$ cat src/rtl/rtf65002_muldiv.sv
// Iterative 32-bit multiply/divide unit: shift-add MUL, restoring DIV/MOD, sign fix-up pass.
// Define RTF65002_DIVMOD_EN to build the divider; otherwise ops 2-5 complete as reserved ops.
module rtf65002_muldiv (
  input  logic        clk,
  input  logic        rst_n,
  input  logic        start,
  input  logic [2:0]  op,
  input  logic [31:0] a,
  input  logic [31:0] b,
  output logic        busy,
  output logic        done,
  output logic [63:0] prod,
  output logic [31:0] res,
  output logic        dvz
);

  typedef enum logic [2:0] {IDLE, MUL, DIV, FIX, DONE} state_t;

  state_t      state, state_nxt;
  logic [4:0]  cnt;
  logic [63:0] acc;    // MUL: {partial product, multiplier}; DIV: quotient in [31:0]
  logic [31:0] opnd;   // MUL: multiplicand magnitude; DIV: divisor magnitude
  logic        neg_q;

  logic        is_signed, is_mul, is_divmod;
  logic [31:0] a_mag, b_mag;
  logic [32:0] mul_sum;
  logic [63:0] mul_fix;

  // Odd opcodes are the signed variants; op 7 is reserved and its flags are never used.
  assign is_signed = op[0];
  assign is_mul    = (op[2:1] == 2'b00);
  assign is_divmod = op[2] ^ op[1];
  assign a_mag     = (is_signed && a[31]) ? -a : a;
  assign b_mag     = (is_signed && b[31]) ? -b : b;

  assign mul_sum = {1'b0, acc[63:32]} + {1'b0, (acc[0] ? opnd : 32'd0)};
  assign mul_fix = neg_q ? -acc : acc;

`ifdef RTF65002_DIVMOD_EN
  logic [1:0]  op_r;
  logic        neg_r;
  logic [31:0] rem;
  logic [32:0] rem_sh, rem_diff;
  logic        rem_ge;
  logic [31:0] quo_fix, rem_fix;

  // Bit 32 of the 33-bit trial difference is the borrow: clear means the divisor fits.
  assign rem_sh   = {rem, acc[31]};
  assign rem_diff = rem_sh - {1'b0, opnd};
  assign rem_ge   = ~rem_diff[32];
  assign quo_fix  = neg_q ? -acc[31:0] : acc[31:0];
  assign rem_fix  = neg_r ? -rem : rem;
`endif

  always_ff @(posedge clk) begin
    if (!rst_n) state <= IDLE;
    else        state <= state_nxt;
  end

  // NOTE: next_state is defaulted first so no path through the case leaves it unassigned (no latch).
  always_comb begin
    state_nxt = state;
    case (state)
      IDLE: begin
        if (start) begin
          if (is_mul) state_nxt = MUL;
`ifdef RTF65002_DIVMOD_EN
          else if (is_divmod && (b != 32'd0)) state_nxt = DIV;
`endif
          else state_nxt = DONE;
        end
      end
      MUL, DIV: if (cnt == 5'd31) state_nxt = FIX;
      FIX:      state_nxt = DONE;
      DONE:     state_nxt = IDLE;
      default:  state_nxt = IDLE;
    endcase
  end

  assign busy = (state != IDLE);
  assign done = (state == DONE);

  // NOTE: all state here uses non-blocking assignments so every register samples pre-edge values.
  always_ff @(posedge clk) begin
    if (!rst_n) begin
      cnt   <= '0;
      acc   <= '0;
      opnd  <= '0;
      neg_q <= 1'b0;
      prod  <= '0;
      res   <= '0;
      dvz   <= 1'b0;
`ifdef RTF65002_DIVMOD_EN
      op_r  <= '0;
      neg_r <= 1'b0;
      rem   <= '0;
`endif
    end else begin
      case (state)
        IDLE: begin
          if (start) begin
            cnt   <= '0;
            prod  <= '0;
            dvz   <= 1'b0;
            neg_q <= is_signed & (a[31] ^ b[31]);
            if (is_mul) begin
              opnd <= a_mag;
              acc  <= {32'd0, b_mag};
            end else begin
              opnd <= b_mag;
              acc  <= {32'd0, a_mag};
            end
`ifdef RTF65002_DIVMOD_EN
            op_r  <= op[2:1];
            neg_r <= is_signed & a[31];
            rem   <= '0;
            if (is_divmod && (b == 32'd0)) begin
              dvz  <= 1'b1;
              prod <= {a, 32'hFFFF_FFFF};
              res  <= op[2] ? a : 32'hFFFF_FFFF;
            end else if (!is_mul && !is_divmod) begin
              res <= '0;
            end
`else
            if (!is_mul) res <= '0;
`endif
          end
        end
        MUL: begin
          acc <= {mul_sum, acc[31:1]};
          cnt <= cnt + 5'd1;
        end
`ifdef RTF65002_DIVMOD_EN
        DIV: begin
          rem <= rem_ge ? rem_diff[31:0] : rem_sh[31:0];
          acc <= {acc[63:32], acc[30:0], rem_ge};
          cnt <= cnt + 5'd1;
        end
        FIX: begin
          if (op_r == 2'b00) begin
            prod <= mul_fix;
            res  <= mul_fix[31:0];
          end else begin
            prod <= {rem_fix, quo_fix};
            res  <= op_r[1] ? rem_fix : quo_fix;
          end
        end
`else
        FIX: begin
          prod <= mul_fix;
          res  <= mul_fix[31:0];
        end
`endif
        default: ;
      endcase
    end
  end

endmodule
$ cat config.mk
export PLATFORM = sky130hd
export DESIGN_NAME = rtf65002_muldiv
export DESIGN_NICKNAME = d
export VERILOG_FILES = /design/src/rtl/rtf65002_muldiv.sv
export SDC_FILE = /design/constraint.sdc
export NUM_CORES = 1
export LEC_CHECK = 0
export BUFFER_PORTS_ARGS = -buffer_cell sky130_fd_sc_hd__clkbuf_2
export CAP_MARGIN = 10
export CELL_PAD_IN_SITES_DETAIL_PLACEMENT = 1
export CELL_PAD_IN_SITES_GLOBAL_PLACEMENT = 2
export CORE_ASPECT_RATIO = 0.7
export CORE_UTILIZATION = 37
export DETAILED_ROUTE_END_ITERATION = 8
export GPL_TIMING_DRIVEN = 0
export PLACE_DENSITY_LB_ADDON = 0.2
export SLEW_MARGIN = 20
export SYNTH_ARGS = -nofsm -noshare
export SYNTH_HDL_FRONTEND = slang
export SYNTH_SLANG_ARGS = --single-unit
$ cat constraint.sdc
create_clock -name clk -period 8.8 [get_ports clk]
set_input_delay 0.88 -clock clk [delete_from_list [all_inputs] [get_ports clk]]
set_output_delay 0.88 -clock clk [all_outputs]
set_load 0.01 [all_outputs]
==> Word level (Yosys, flattened, before mapping) <==
Index checks and enable logic that the tools add are counted.
{ "classes": {"add_sub_neg": 5, "eq_ne": 8, "mux": 19, "bitwise": 2, "n_reduce_logical": 13} }
{ "op_table": {"columns": ["operator", "n"], "rows": [
  ["64-bit case mux with 2 select lines", 2],
  ["32-bit 2-to-1 mux", 7],
  ["64-bit 2-to-1 mux", 3],
  ["32-bit negation", 2],
  ["64-bit negation", 1],
  ["32-bit case mux with 2 select lines", 1],
  ["32-bit by 32-bit adder with 33-bit output", 1],
  ["5-bit case mux with 2 select lines", 1],
  ["3-bit 2-to-1 mux", 3],
  ["3-bit case mux with 3 select lines", 1],
  ["2-bit AND reduction", 4],
  ["3-bit by 2-bit == test with 1-bit output (second input constant)", 2],
  ["2-bit inequality test (second input constant)", 3],
  ["5-bit by 1-bit adder with 5-bit output (second input constant)", 1],
  ["5-bit == test (second input constant)", 1],
  ["5-bit 2-to-1 mux", 1],
  ["2-bit nonzero test", 2],
  ["3-bit by 1-bit == test with 1-bit output (second input constant)", 1],
  ["3-bit == test (second input constant)", 1],
  ["3-bit logical NOT", 1],
  ["3-bit AND reduction", 1],
  ["3-bit nonzero test", 1],
  ["1-bit logical AND", 2],
  ["2-bit logical NOT", 1],
  ["other kinds (3)", 3]
]} }
{ "word_totals": {"reg_bits": 201, "input_bits": 70, "out_inout_bits": 99, "word_cells": 54} }

==> Logic depth before layout (Yosys ltp) <==
{ "logic_depth": {"ltp_word": 5, "ltp_mapped": 13, "ltp_nobuf": 11} }

==> Worst setup path after synthesis <==
OpenSTA, ideal clock, no wires.
{ "synth_timing": {"path_kind": "register -> register", "from": "register acc[0]", "to": "register acc[61]", "setup_ps": 117, "t_arrival_ps": 2934, "t_required_ps": 8683, "path_slack_ps": 5749, "path_stages_with_launch": 14, "path_buffers": 2, "synth_period_minus_slack_ps": 3051, "cell_sequence": "dfxtp_1 > clkbuf_1 > clkbuf_1 > and2_1 > ha_1 > inv_1 > fa_1 > nor2b_1 > o211ai_1 > a31oi_1 > o211ai_1 > a2111oi_0 > mux2i_1 > nand2_1"} }
{ "synth_via": {"elab_chain_len": 3} }
{ "synth_lines": {"columns": ["item", "line", "text"], "rows": [
  ["start, declared", "21", "logic [63:0] acc;"],
  ["start signal, assigned", "109", "acc <= {32'd0, b_mag};"],
  ["start signal, assigned", "112", "acc <= {32'd0, a_mag};"],
  ["start signal, assigned", "131", "acc <= {mul_sum, acc[31:1]};"],
  ["32-bit 2-to-1 mux", "37", "assign mul_sum = {1'b0, acc[63:32]} + {1'b0, (acc[0] ? opnd : 32'd0)};"],
  ["32-bit by 32-bit adder with 33-bit output", "37", null],
  ["64-bit case mux with 2 select lines", "100", "case (state)"]
]} }
Every way passes these cells.
A chain may end at the register's enable or synchronous reset.

==> Final worst setup path <==
Same ends and word-level chain as after synthesis.

==> impl_results.md <==
* Status: complete, no violations
* Via count at 12200
* Ys flop type: dfxtp_1
* Die Y at 151 µm
* Number of max-cap violations at 0
* Clock power share at 42.5%
* Crit path kind: flop to flop
* Post-cts sizing count at 0
* Yosys warns at 0
* Tmin final at 4.80 ns
* Sequential Power Share at 42.3%
* Final ANT Viol Nets at 0
* Mean Syn Cell Area at 7.85 µm²
* DR WL/cell at 22.1 µm
* Pwr per Cell Area at 166 nW/µm²
* Worst-path clk slew at 0.06 ns
* Post-placement cell area at 13200 µm²
* GRT Util Overall at 28.3%
* Die X at 215 µm
* CTS root buffer: clkbuf_16
* H-tree Lvls at 1
* Worst VDD drop at 0.109 mV
* Net Count, Synth at 1609
* Crit-path slowest cell: a2111oi_0
* Worst Hold Slack at 0.445 ns
* Clk_lat worst skew at 0.53 ns
* Yosys reg bits at 201
* CTS tree: built
* Gate count of the mapped netlist at 1501
* Yosys top cell area share at 34.1%
* Synthesized area at 11800 µm²
* Bufs on Longest Clock Path at 3
* Path type of the worst min-delay path: flop to flop
* Synth async-reset ratio at 0%
* Io pins at 169
* Starting Density at 37.8%
* First-pass GRT wire length at 70700 µm
* Register area share after synthesis at 34.1%
* DR vias/cell at 5.73
* Worst endpoint data arrival time at 5.22 ns
* Fin crit share at 54.5%
* RSZ-0062 raised after global routing: no
* Leakage Power at 5.76 nW
* Via count of the first global-routing pass at 11600
* Largest net degree at the start of global routing at 15
* Sum Neg Setup Slack at 0 ns
* Hold-fix buffers at CTS at 0
* Count of final max-slew check failures at 0
* CP top delay family: compound AO/OA/AOI/OAI gates
* Initial antenna violation count at 0
* Max_slew headroom at 28.6%
* Antenna diodes at 0
* P_sw at 0.667 mW
* Final-report hold violation count at 0
* Setup Skew at 0.0309 ns
* CTS sink cnt at 201
* CP bufs+invs at 3
* Most common cell in the netlist: dfxtp_1
* P&R area growth vs syn at 18.1%
* CP cell instances: clkbuf_1 > clkbuf_1 > and2_1 > ha_1 > inv_1 > fa_1 > nor2b_1 > o211ai_1 > a31oi_1 > o211ai_1 > a2111oi_0 > mux2i_1 > nand2_1
* Drt initial violations at 995
* Postcts setup bufs at 0
* Worst-path maximum fanout at 10
* Max Clk Rate at 208 MHz
* Logic pwr share at 15.2%
* Synth cell count leaders: dfxtp_1, nand2_1, o21ai_0
* GR Overflow Total at 0
* Crit. End Element: flop
* Total CTS buffers at 22
* # rows at 54
* CP peak stage delay at 1.02 ns
* Final non-filler cell area at 13900 µm²
* Worst Path Required at 9.22 ns
* Drt first pass iters at 8
* Fillers at 3965
* Number of synthesized flops with an enable pin at 0
* DP HPWL at 37900 µm
* Final Non-Filler Cells at 2125
* Die ar. at 32600 µm²
* Net Sw Frac at 28.8%
* DRC Markers at 0
* Layout cell share with drive strength beyond 1 at 13.4%
* WL final at 46900 µm
* Final #Nets at 1800
* Final GP Congestion at 0.883
* Synth top area cells: dfxtp_1, xor2_1, nand2_1, o21ai_0, a21oi_1
* Final Setup Violations at 0
* Critical path launch point type: flop
* Dominant cell type by area after synthesis: dfxtp_1
* Placed insts at 2088
* Core box area at 31200 µm²
* Yosys cell types at 69
* Internal power at 1.65 mW
* Worst Max-Slew Pin Slew at 1.04 ns
* IO Port Bufs at 167
-- worst reg2reg max path, cell delays in order (launching register included) --
cell,delay (ns)
dfxtp_1,0.30
clkbuf_1,0.48
clkbuf_1,0.46
and2_1,0.22
ha_1,0.17
inv_1,0.06
fa_1,0.39
nor2b_1,0.20
o211ai_1,0.16
a31oi_1,0.51
o211ai_1,0.37
a2111oi_0,1.02
mux2i_1,0.30
nand2_1,0.07
-- state kept, by name, summed over array words and instances, names as in the netlist --
name,count
state,3
prod,64
neg_q,1
res,32
acc,64
opnd,32
cnt,5
-- logic make-up (layout without fill, tap and decap cells) --
group,after synthesis,after routing,share of synthesized area (%)
simple gates,514,514,20.4
compound gates,480,480,26.2
flops,201,201,34.1
xor+xnor,141,141,10.5
buf+inv,114,318,3.67
fa+ha+maj,38,38,4.10
mux,12,12,1.02
other cells,1,1,0.0318
-- per-layer routing --
metal	GRT usage [%]	part of all wire, %	up-vias
met5	0	0	-
met4	4.89	1.6	0
met3	4.16	6.5	55
met2	40.1	39	394
met1	44.5	53	5951
li1	-	-	5768
-- area by class of cell --
| type | count | area (µm²) | area share (%) |
|---|---|---|---|
| tap | 420 | 526 | 3.77 |
| sequential | 201 | 4020 | 28.9 |
| buffer | 90 | 343 | 2.46 |
| inverter | 24 | 90.1 | 0.647 |
| multi-input combinational | 1186 | 7340 | 52.7 |
| clock inverter | 8 | 130 | 0.935 |
| clock buffer | 29 | 637 | 4.57 |
| timing repair buffer | 167 | 836 | 6.00 |
-- final timing paths --
path | startpoint | endpoint | slack (ns) | depth (start not counted)
setup / recovery | acc[0] | acc[61] | 4.00 | 13
hold / removal | opnd[17] | opnd[17] | 0.44 | 1
setup reg to reg | acc[0] | acc[61] | 4.00 | 13
hold reg to reg | opnd[17] | opnd[17] | 0.44 | 1
-- cell usage in the layout, fill, tap and decap left out, types with 39 or more instances in the layout --
master / count
dfxtp_1: 201
a21o_1: 47
a21oi_1: 123
nand2_1: 195
clkbuf_1: 85
nor2_1: 126
clkbuf_2: 167
xnor2_1: 54
xor2_1: 87
and2_1: 39
o21ai_0: 129
-- stage by stage --
step | util, % | power, mW | worst slack [ns]
global route | 44.6 | 2.40 | 3.93
finish | 44.6 | 2.32 | 4.00
detailed placement | 42.1 | 1.34 | 4.28
floorplan | - | 1.20 | 5.75
global placement | 42.1 | 1.34 | 4.24
CTS | 44.6 | 2.32 | 4.22
-- power by group through the flow --
stage                     Combinational (mW)  Sequential (mW)  Clock, mW
after floorplan                        0.219            0.977          0
after global placement                 0.339            0.996          0
after detailed placement               0.346            0.997          0
after CTS                              0.348            0.977      0.995
after global routing                   0.382            0.981       1.03
final                                  0.353            0.980      0.984
No activity file was read; power rests on OpenSTA's default activity.
